[config.mk]
export PLATFORM = sky130hd
export DESIGN_NAME = display_scan_mux
export DESIGN_NICKNAME = d
export VERILOG_FILES = /design/src/rtl/display_pkg.sv /design/src/rtl/refresh_prescaler.sv /design/src/rtl/display_scan_mux.sv
export SDC_FILE = /design/constraint.sdc
export NUM_CORES = 1
export LEC_CHECK = 0
export ABC_AREA = 1
export CAP_MARGIN = 25
export CORE_ASPECT_RATIO = 0.8
export CORE_MARGIN = 4
export CORE_UTILIZATION = 25
export DETAILED_ROUTE_END_ITERATION = 16
export GPL_TIMING_DRIVEN = 0
export PLACE_DENSITY = 0.41
export RECOVER_POWER = 25
export SLEW_MARGIN = 20
export SYNTH_ARGS = -nofsm -noshare
export SYNTH_HDL_FRONTEND = slang
export SYNTH_SLANG_ARGS = --single-unit
[constraint.sdc]
create_clock -name clk -period 2.3 [get_ports clk]
set_input_delay 0.575 -clock clk [delete_from_list [all_inputs] [get_ports clk]]
set_output_delay 0.575 -clock clk [all_outputs]
set_load 0.02 [all_outputs]
[src/rtl/display_pkg.sv]
// ==========================================================================
// display_pkg: shared constants and slot/nibble mapping for the display path
// Revision: 1.0
// ==========================================================================
`default_nettype none

package display_pkg;

  localparam int         NUM_SLOTS      = 4;
  localparam logic [3:0] BCD_MAX        = 4'd9;

  localparam logic [1:0] SLOT_LEFT      = 2'd0;
  localparam logic [1:0] SLOT_MID_LEFT  = 2'd1;
  localparam logic [1:0] SLOT_MID_RIGHT = 2'd2;
  localparam logic [1:0] SLOT_RIGHT     = 2'd3;

  // Slot 0 is the leftmost digit, which lives in the most significant nibble.
  function automatic logic [1:0] nibble_index(input logic [1:0] slot);
    return 2'(NUM_SLOTS - 1) - slot;
  endfunction

endpackage

`default_nettype wire

[src/rtl/refresh_prescaler.sv]
// ==========================================================================
// refresh_prescaler: free-running divider, tick high on count DIV-1
// Revision: 1.0
// ==========================================================================
`default_nettype none

module refresh_prescaler #(
  parameter int DIV = 100000
) (
  input  logic clk,
  input  logic reset,
  output logic tick
);

  localparam int             CW   = (DIV > 1) ? $clog2(DIV) : 1;
  localparam logic [CW-1:0]  LAST = CW'(DIV - 1);

  logic [CW-1:0] count;

  assign tick = (count == LAST);

  always_ff @(posedge clk or posedge reset) begin
    if (reset) begin
      count <= '0;
    end else if (tick) begin
      count <= '0;
    end else begin
      count <= count + CW'(1);
    end
  end

endmodule

`default_nettype wire

[src/rtl/display_scan_mux.sv]
// ==========================================================================
// display_scan_mux: 4-digit scan multiplexer with snapshot, blink, blanking
// Optional: define LEADING_ZERO_BLANK_EN to blank a zero in the leftmost slot
// Revision: 1.0
// ==========================================================================
`default_nettype none

module display_scan_mux
  import display_pkg::*;
#(
  parameter int REFRESH_DIV  = 100000,
  parameter int BLINK_FRAMES = 125
) (
  input  logic        clk,
  input  logic        reset,
  input  logic [15:0] digits_in,
  input  logic [3:0]  blink_mask,
  output logic [1:0]  en,
  output logic [3:0]  digit,
  output logic        blank,
  output logic        frame_start
);

  localparam int FCW = (BLINK_FRAMES > 1) ? $clog2(BLINK_FRAMES) : 1;

  logic           tick;
  logic           wrap;
  logic [15:0]    snap;
  logic [3:0]     snap_mask;
  logic [FCW-1:0] frame_cnt;
  logic           frame_last;
  logic           blink_phase;
  logic           next_phase;
  logic [1:0]     next_slot;
  logic [1:0]     src_idx;
  logic [15:0]    src_digits;
  logic [3:0]     src_mask;
  logic [3:0]     next_digit;
  logic           next_blank;

  refresh_prescaler #(
    .DIV   (REFRESH_DIV)
  ) u_prescaler (
    .clk   (clk),
    .reset (reset),
    .tick  (tick)
  );

  assign wrap       = tick && (en == SLOT_RIGHT);
  assign next_slot  = en + 2'd1;
  assign frame_last = (frame_cnt == FCW'(BLINK_FRAMES - 1));
  assign next_phase = (wrap && frame_last) ? ~blink_phase : blink_phase;

  // The first slot of a new frame bypasses the snapshot so input changes
  // landing at the frame boundary are shown without a frame of lag.
  assign src_digits = wrap ? digits_in  : snap;
  assign src_mask   = wrap ? blink_mask : snap_mask;
  assign src_idx    = nibble_index(next_slot);

  always_comb begin
    next_digit = src_digits[{src_idx, 2'b00} +: 4];
    next_blank = (next_digit > BCD_MAX) || (src_mask[src_idx] && next_phase);
`ifdef LEADING_ZERO_BLANK_EN
    if ((next_slot == SLOT_LEFT) && (next_digit == 4'd0)) begin
      next_blank = 1'b1;
    end
`else
`endif
  end

  always_ff @(posedge clk or posedge reset) begin
    if (reset) begin
      en          <= SLOT_LEFT;
      digit       <= 4'd0;
      blank       <= 1'b0;
      frame_start <= 1'b0;
      snap        <= 16'd0;
      snap_mask   <= 4'd0;
      frame_cnt   <= '0;
      blink_phase <= 1'b0;
    end else begin
      frame_start <= wrap;
      if (tick) begin
        en    <= next_slot;
        digit <= next_digit;
        blank <= next_blank;
      end
      if (wrap) begin
        snap        <= digits_in;
        snap_mask   <= blink_mask;
        blink_phase <= next_phase;
        frame_cnt   <= frame_last ? '0 : frame_cnt + FCW'(1);
      end
    end
  end

endmodule

`default_nettype wire

# Word level (Yosys, flattened, before mapping)
# Cells that the tools add are included.
[classes]
add_sub_neg = 4
n_lt_le_gt_ge = 2
reduce_logical = 4
bitwise_logic = 1
mux = 7
eq_ne = 3
shifts = 1
[ops]
columns = ["op", "count"]
rows = [
  ["adder 17 x 1 -> 17 bit (second input constant)", 1],
  ["== test 17 bit (second input constant)", 1],
  ["two-way mux 17 bit", 1],
  ["two-way mux 16 bit", 1],
  ["indexed part select 16 x 5 -> 4 bit", 1],
  ["adder 7 x 1 -> 7 bit (second input constant)", 1],
  ["== test 7 bit (second input constant)", 1],
  ["two-way mux 7 bit", 1],
  ["> comparator 4 bit (second input constant)", 1],
  ["two-way mux 4 bit", 1],
  ["logical AND 1 bit", 3],
  ["< comparator 2 x 3 -> 1 bit (second input constant)", 1],
  ["adder 2 x 1 -> 2 bit (second input constant)", 1],
  ["binary-select mux 1 bit (select 2 bit)", 1],
  ["== test 2 bit (second input constant)", 1],
  ["two-way mux 1 bit", 2],
  ["subtractor 2 bit (first input constant)", 1],
  ["logical OR 1 bit", 1],
  ["NOT 1 bit", 1],
]
[word_totals]
output_inout_bits = 8
regBits = 53
inputBits = 22
word_cells = 31

# Depth between registers and ports, before layout
[logic_depth]
ltp_word = 7
depth_mapped = 14
ltp_nobuf = 14

# By module
# A second synthesis with hierarchy kept.
[hier_totals]
hier_cells = 374
hier_area_um2 = 2803.9
[modules_own_cells]
columns = ["mod", "n_inst", "seq_area_each_um2", "cells_per_inst", "area_each_um2"]
rows = [
  ["display_scan_mux", 1, 900.9, 230, 1826.8],
  ["refresh_prescaler", 1, 425.4, 144, 977.2],
]

# Least setup slack after synthesis
# No wires, ideal clock.
[synth_path]
path_kind = "reg-to-reg"
startpoint = "reg u_prescaler.count[0]"
endpoint = "reg digit[0]"
t_required_ns = 2.183
path_slack_ns = 0.543
arrival_ns = 1.640
stages_incl_launch_ff = 14
path_buffers = 1
setup_ns = 0.117
synth_period_minus_slack_ns = 1.757
cell_sequence = "dfrtp_1 ha_1 nand2_1 nor2_2 inv_2 nor2_4 nand3_4 buf_6 nand2_1 nand3_1 nand3_1 nand2_1 nor2_1 nor2_1"
[synth_via]
elab_chain_cells = 4
[synth_rtl]
columns = ["element", "line_no", "rtl"]
rows = [
  ["from (decl)", "refresh_prescaler.sv:18", "logic [CW-1:0] count;"],
  ["from (signal assigned)", "refresh_prescaler.sv:28", "count <= count + CW'(1);"],
  ["== test 17 bit (*)", "refresh_prescaler.sv:20", "assign tick = (count == LAST);"],
  ["logical AND 1 bit", "display_scan_mux.sv:49", "assign wrap = tick && (en == SLOT_RIGHT);"],
  ["two-way mux 16 bit", "--", ""],
  ["indexed part select 16 x 5 -> 4 bit", "display_scan_mux.sv:61", "next_digit = src_digits[{src_idx, 2'b00} +: 4];"],
  ["to (signal assigned)", "display_scan_mux.sv:85", "digit <= next_digit;"],
  ["to (decl)", "display_scan_mux.sv:19", "output logic [3:0] digit,"],
]
# Mark *: on every way between the ends. The rest lies on a longest branch, timed or not.
# A chain may end at the register's enable or synchronous reset.

# Worst setup path in the final report
[layout_path]
startpoint = "reg u_prescaler.count[0]"
endpoint = "reg blank"
[layout_via]
elab_chain_cells = 7
word_cells_on_any_way = 12
cone_classes = "order compare (1); eq/ne (1); shift (1); mux (5); reduce/logical (4)"
[layout_rtl]
columns = ["element", "line_no", "rtl"]
rows = [
  ["== test 17 bit (*)", "refresh_prescaler.sv:20", ""],
  ["parallel branches: the longest is 6 deep, another holds > comparator 4 bit", "--", ""],
  ["to (signal assigned)", "display_scan_mux.sv:86", "blank <= next_blank;"],
  ["to (decl)", "display_scan_mux.sv:20", "output logic blank,"],
]
# Mark *: on every way between the ends. The select of a mux whose other input is x is not followed.

==> impl_metrics.env <==
export IMPL_synth_largest_area_cell="sky130_fd_sc_hd__dfrtp_1"
export IMPL_place_port_buffers=29
export IMPL_syn_inst=360
export IMPL_synthDominantCellAreaShare=0.4668
export IMPL_overflow=0
export IMPL_start_kind="flip-flop"
export IMPL_synth_net_count=386
export IMPL_path_clk_slew_ns=0.07
export IMPL_average_size_of_a_mapped_cell_sq_um=7.893
export IMPL_critical_path_max_fanout=6
export IMPL_period_share=0.8836
export IMPL_die_footprint_sq_um=13150
export IMPL_ys_seq_elements=53
export IMPL_worst_ep_required_time_ns=2.53
export IMPL_setup_viol=0
export IMPL_synthesis_area_sq_um=2841
export IMPL_grt_util_all_layers=0.1167
export IMPL_drv_cap=0
export IMPL_clock_latency_ns=0.29
export IMPL_fp_coreArea_sq_um=10980
export IMPL_rows=34
export IMPL_relSlewSlack=0.5889
export IMPL_synth_async_reset_ratio=1.000
export IMPL_via_count_of_the_first_global_routing_pass=2369
export IMPL_vdd_ir_drop_worst_mv=0.2669
export IMPL_layout_cell_area_non_filler_sq_um=3488
export IMPL_fin_worst_skew_ns=0.003876
export IMPL_total_power_uw=1727
export IMPL_count_of_flip_flops_with_a_built_in_enable_after_synthesis=0
export IMPL_n_antenna_cell=0
export IMPL_place_congestion=0.7864
export IMPL_criticalPathCategory="reg2reg"
export IMPL_drt_first_iter_violations=129
export IMPL_slew_violations=0
export IMPL_final_min_clock_period_ns=2.032
export IMPL_crit_arrival_ns=2.26
export IMPL_layout_drive_gt1_share=0.09204
export IMPL_synth_main_ff_cell="sky130_fd_sc_hd__dfrtp_1"
export IMPL_post_synth_top_count_cell="sky130_fd_sc_hd__nand2_1"
export IMPL_post_route_drc_count=0
export IMPL_dp_hpwl_um=5229
export IMPL_rsz0062_at_grt="no"
export IMPL_htreeDepth=2
export IMPL_synth_yosys_warnings=0
export IMPL_worst_hold_path_type="reg2reg"
export IMPL_timing_worst_slew_pin_value_ns=0.6167
export IMPL_num_vias=2341
export IMPL_totalNegativeSetupSlack_ns=0
export IMPL_worstSetupEndpointType="flip-flop"
export IMPL_fillerInstances=1208
export IMPL_synth_area_top_cells="sky130_fd_sc_hd__dfrtp_1 (47%), sky130_fd_sc_hd__nand2_1 (10%), sky130_fd_sc_hd__inv_1 (9.1%), sky130_fd_sc_hd__nand3_1 (6.9%), sky130_fd_sc_hd__nand4_1 (3.5%)"
export IMPL_grt_first_pass_wirelength_um=12050
export IMPL_initial_antenna_violation_count=0
export IMPL_areaGrowthSynthToFinish_pct=22.77
export IMPL_tritoncts_buffer_count=5
export IMPL_die_y_um=103.4
export IMPL_max_freq_ghz=0.4921
export IMPL_drt_vias_per_instance=4.288
export IMPL_cts_hold_buf=0
export IMPL_run_status="completed"
export IMPL_wire_per_inst_um=13.04
export IMPL_clock_sinks=53
export IMPL_final_antenna_net_count=0
export IMPL_synth_top_cells_by_count="sky130_fd_sc_hd__nand2_1 (79), sky130_fd_sc_hd__inv_1 (69), sky130_fd_sc_hd__dfrtp_1 (53), sky130_fd_sc_hd__nand3_1 (39), sky130_fd_sc_hd__nor2_1 (22)"
export IMPL_power_per_cell_area_nw_per_um2=495.0
export IMPL_fin_nets=427
export IMPL_fp_dieW_um=127.2
export IMPL_grt_max_degree=44
export IMPL_placedInstanceArea_sq_um=3342
export IMPL_final_hold_viol_count=0
export IMPL_top_level_port_count=30
export IMPL_cts_root_buf="sky130_fd_sc_hd__clkbuf_16"
export IMPL_synth_distinct_cells=32
export IMPL_clock_tree_buffer_depth=2
export IMPL_ys_seq_area_frac=0.4668
export IMPL_initial_core_util=0.2589
export IMPL_power_leakage_uw=0.001705
export IMPL_cts_tree="done"
export IMPL_totalWireLength_um=7122
export IMPL_detailedRoute_firstPassIterationCount=4
## cell usage in the layout, fill, tap and decap left out
master,n
sky130_fd_sc_hd__a211oi_1,2
sky130_fd_sc_hd__nor3_2,3
sky130_fd_sc_hd__inv_2,2
sky130_fd_sc_hd__a31oi_1,1
sky130_fd_sc_hd__inv_1,68
sky130_fd_sc_hd__nor3_1,3
sky130_fd_sc_hd__dlygate4sd3_1,1
sky130_fd_sc_hd__clkdlybuf4s50_1,28
sky130_fd_sc_hd__o211a_1,1
sky130_fd_sc_hd__nor3_4,2
sky130_fd_sc_hd__nand3_1,39
sky130_fd_sc_hd__o21a_1,1
sky130_fd_sc_hd__buf_4,4
sky130_fd_sc_hd__clkbuf_16,5
sky130_fd_sc_hd__o21ai_1,2
sky130_fd_sc_hd__o21ai_0,11
sky130_fd_sc_hd__nor2_1,22
sky130_fd_sc_hd__buf_6,2
sky130_fd_sc_hd__nand3_4,1
sky130_fd_sc_hd__nand3b_1,2
sky130_fd_sc_hd__nand3_2,2
sky130_fd_sc_hd__buf_2,3
sky130_fd_sc_hd__clkbuf_2,1
sky130_fd_sc_hd__nor2_4,2
sky130_fd_sc_hd__clkinv_2,1
sky130_fd_sc_hd__nand2_2,2
sky130_fd_sc_hd__xor2_1,3
sky130_fd_sc_hd__nand4_1,16
sky130_fd_sc_hd__and3_1,1
sky130_fd_sc_hd__a21oi_1,9
sky130_fd_sc_hd__nand2_1,79
sky130_fd_sc_hd__clkbuf_1,4
sky130_fd_sc_hd__ha_1,4
sky130_fd_sc_hd__clkbuf_4,1
sky130_fd_sc_hd__and2_1,15
sky130_fd_sc_hd__nor2_2,4
sky130_fd_sc_hd__clkinvlp_2,1
sky130_fd_sc_hd__a31o_2,1
sky130_fd_sc_hd__dfrtp_1,53
## what timing repair did
action                                  in CTS  in global routing
endpoints found under the setup margin       0                  3
gates resized for setup                      0                  2
setup buffers                                0                  4
## cell families (layout without fill, tap and decap cells)
logic type	count (synthesis)	in the layout	synth area share
AND/OR/NAND/NOR	193	193	0.3395
buffers and inverters	79	121	0.1114
flip-flops	53	53	0.4668
AO/OA/AOI/OAI	28	28	0.05548
adder cells (fa/ha/maj)	4	4	0.01761
XOR/XNOR	3	3	0.009249
## sequential cells by signal, indices dropped and copies added, names as in the netlist
register / count
digit: 4
snap: 16
frame_start: 1
u_prescaler.count: 17
blink_phase: 1
blank: 1
frame_cnt: 7
snap_mask: 4
en: 2
## metrics by stage
step	hold slack, ns	std cells	utilization	setup slack [ns]
finish	0.4698	546	0.3178	0.2677
global route	0.5014	546	0.3178	0.001123
global placement	0.4577	533	0.3018	-0.7993
CTS	0.4742	542	0.3169	0.1389
detailed placement	0.4615	534	0.3045	0.1543
floorplan	0.4329	360	-	0.4388
## critical path: stages (launching register included)
cell,delay [ns]
sky130_fd_sc_hd__dfrtp_1,0.38
sky130_fd_sc_hd__ha_1,0.19
sky130_fd_sc_hd__nand2_1,0.07
sky130_fd_sc_hd__nor2_2,0.16
sky130_fd_sc_hd__nand3_2,0.15
sky130_fd_sc_hd__nor3_4,0.35
sky130_fd_sc_hd__nand3_1,0.16
sky130_fd_sc_hd__nand2_1,0.09
sky130_fd_sc_hd__nand2_1,0.09
sky130_fd_sc_hd__nor2_1,0.10
sky130_fd_sc_hd__nand3_1,0.08
sky130_fd_sc_hd__nand2_1,0.06
sky130_fd_sc_hd__inv_1,0.04
sky130_fd_sc_hd__nand2_1,0.05
## final timing paths
check / from / to / slack, ns / cells after the start
worst max-delay path: u_prescaler.count[0] / blank / 0.27 / 13
worst min-delay path: u_prescaler.count[0] / u_prescaler.count[0] / 0.47 / 1
worst max register to register: u_prescaler.count[0] / blank / 0.27 / 13
worst min register to register: u_prescaler.count[0] / u_prescaler.count[0] / 0.47 / 1
max in group asynchronous: reset / digit[3] / 0.57 / 3
min in group asynchronous: reset / snap[5] / 0.74 / 2
## layer usage
metal,share of wire,GRT usage,vias to the layer above
li1,-,-,1212
met1,0.54,0.1696,1101
met2,0.42,0.1728,26
met3,0.027,0.02669,2
met4,0.0076,0.03627,0
met5,0,0,-
## power by group
part	total (uW)	internal, uW	switching (uW)
combinational	62.1	33.9	28.2
clock	733	406	327
sequential	931	931	0
## area by class of cell
cell class	instances	area, sq um	share of cell area
clock buffer	8	136.4	0.03910
timing repair buffer	34	327.8	0.09397
inverter	72	272.8	0.07819
sequential	53	1326	0.3802
multi-input combinational	228	1199	0.3436
tap	144	180.2	0.05165
buffer	7	46.29	0.01327
No activity file was read; power rests on OpenSTA's default activity.
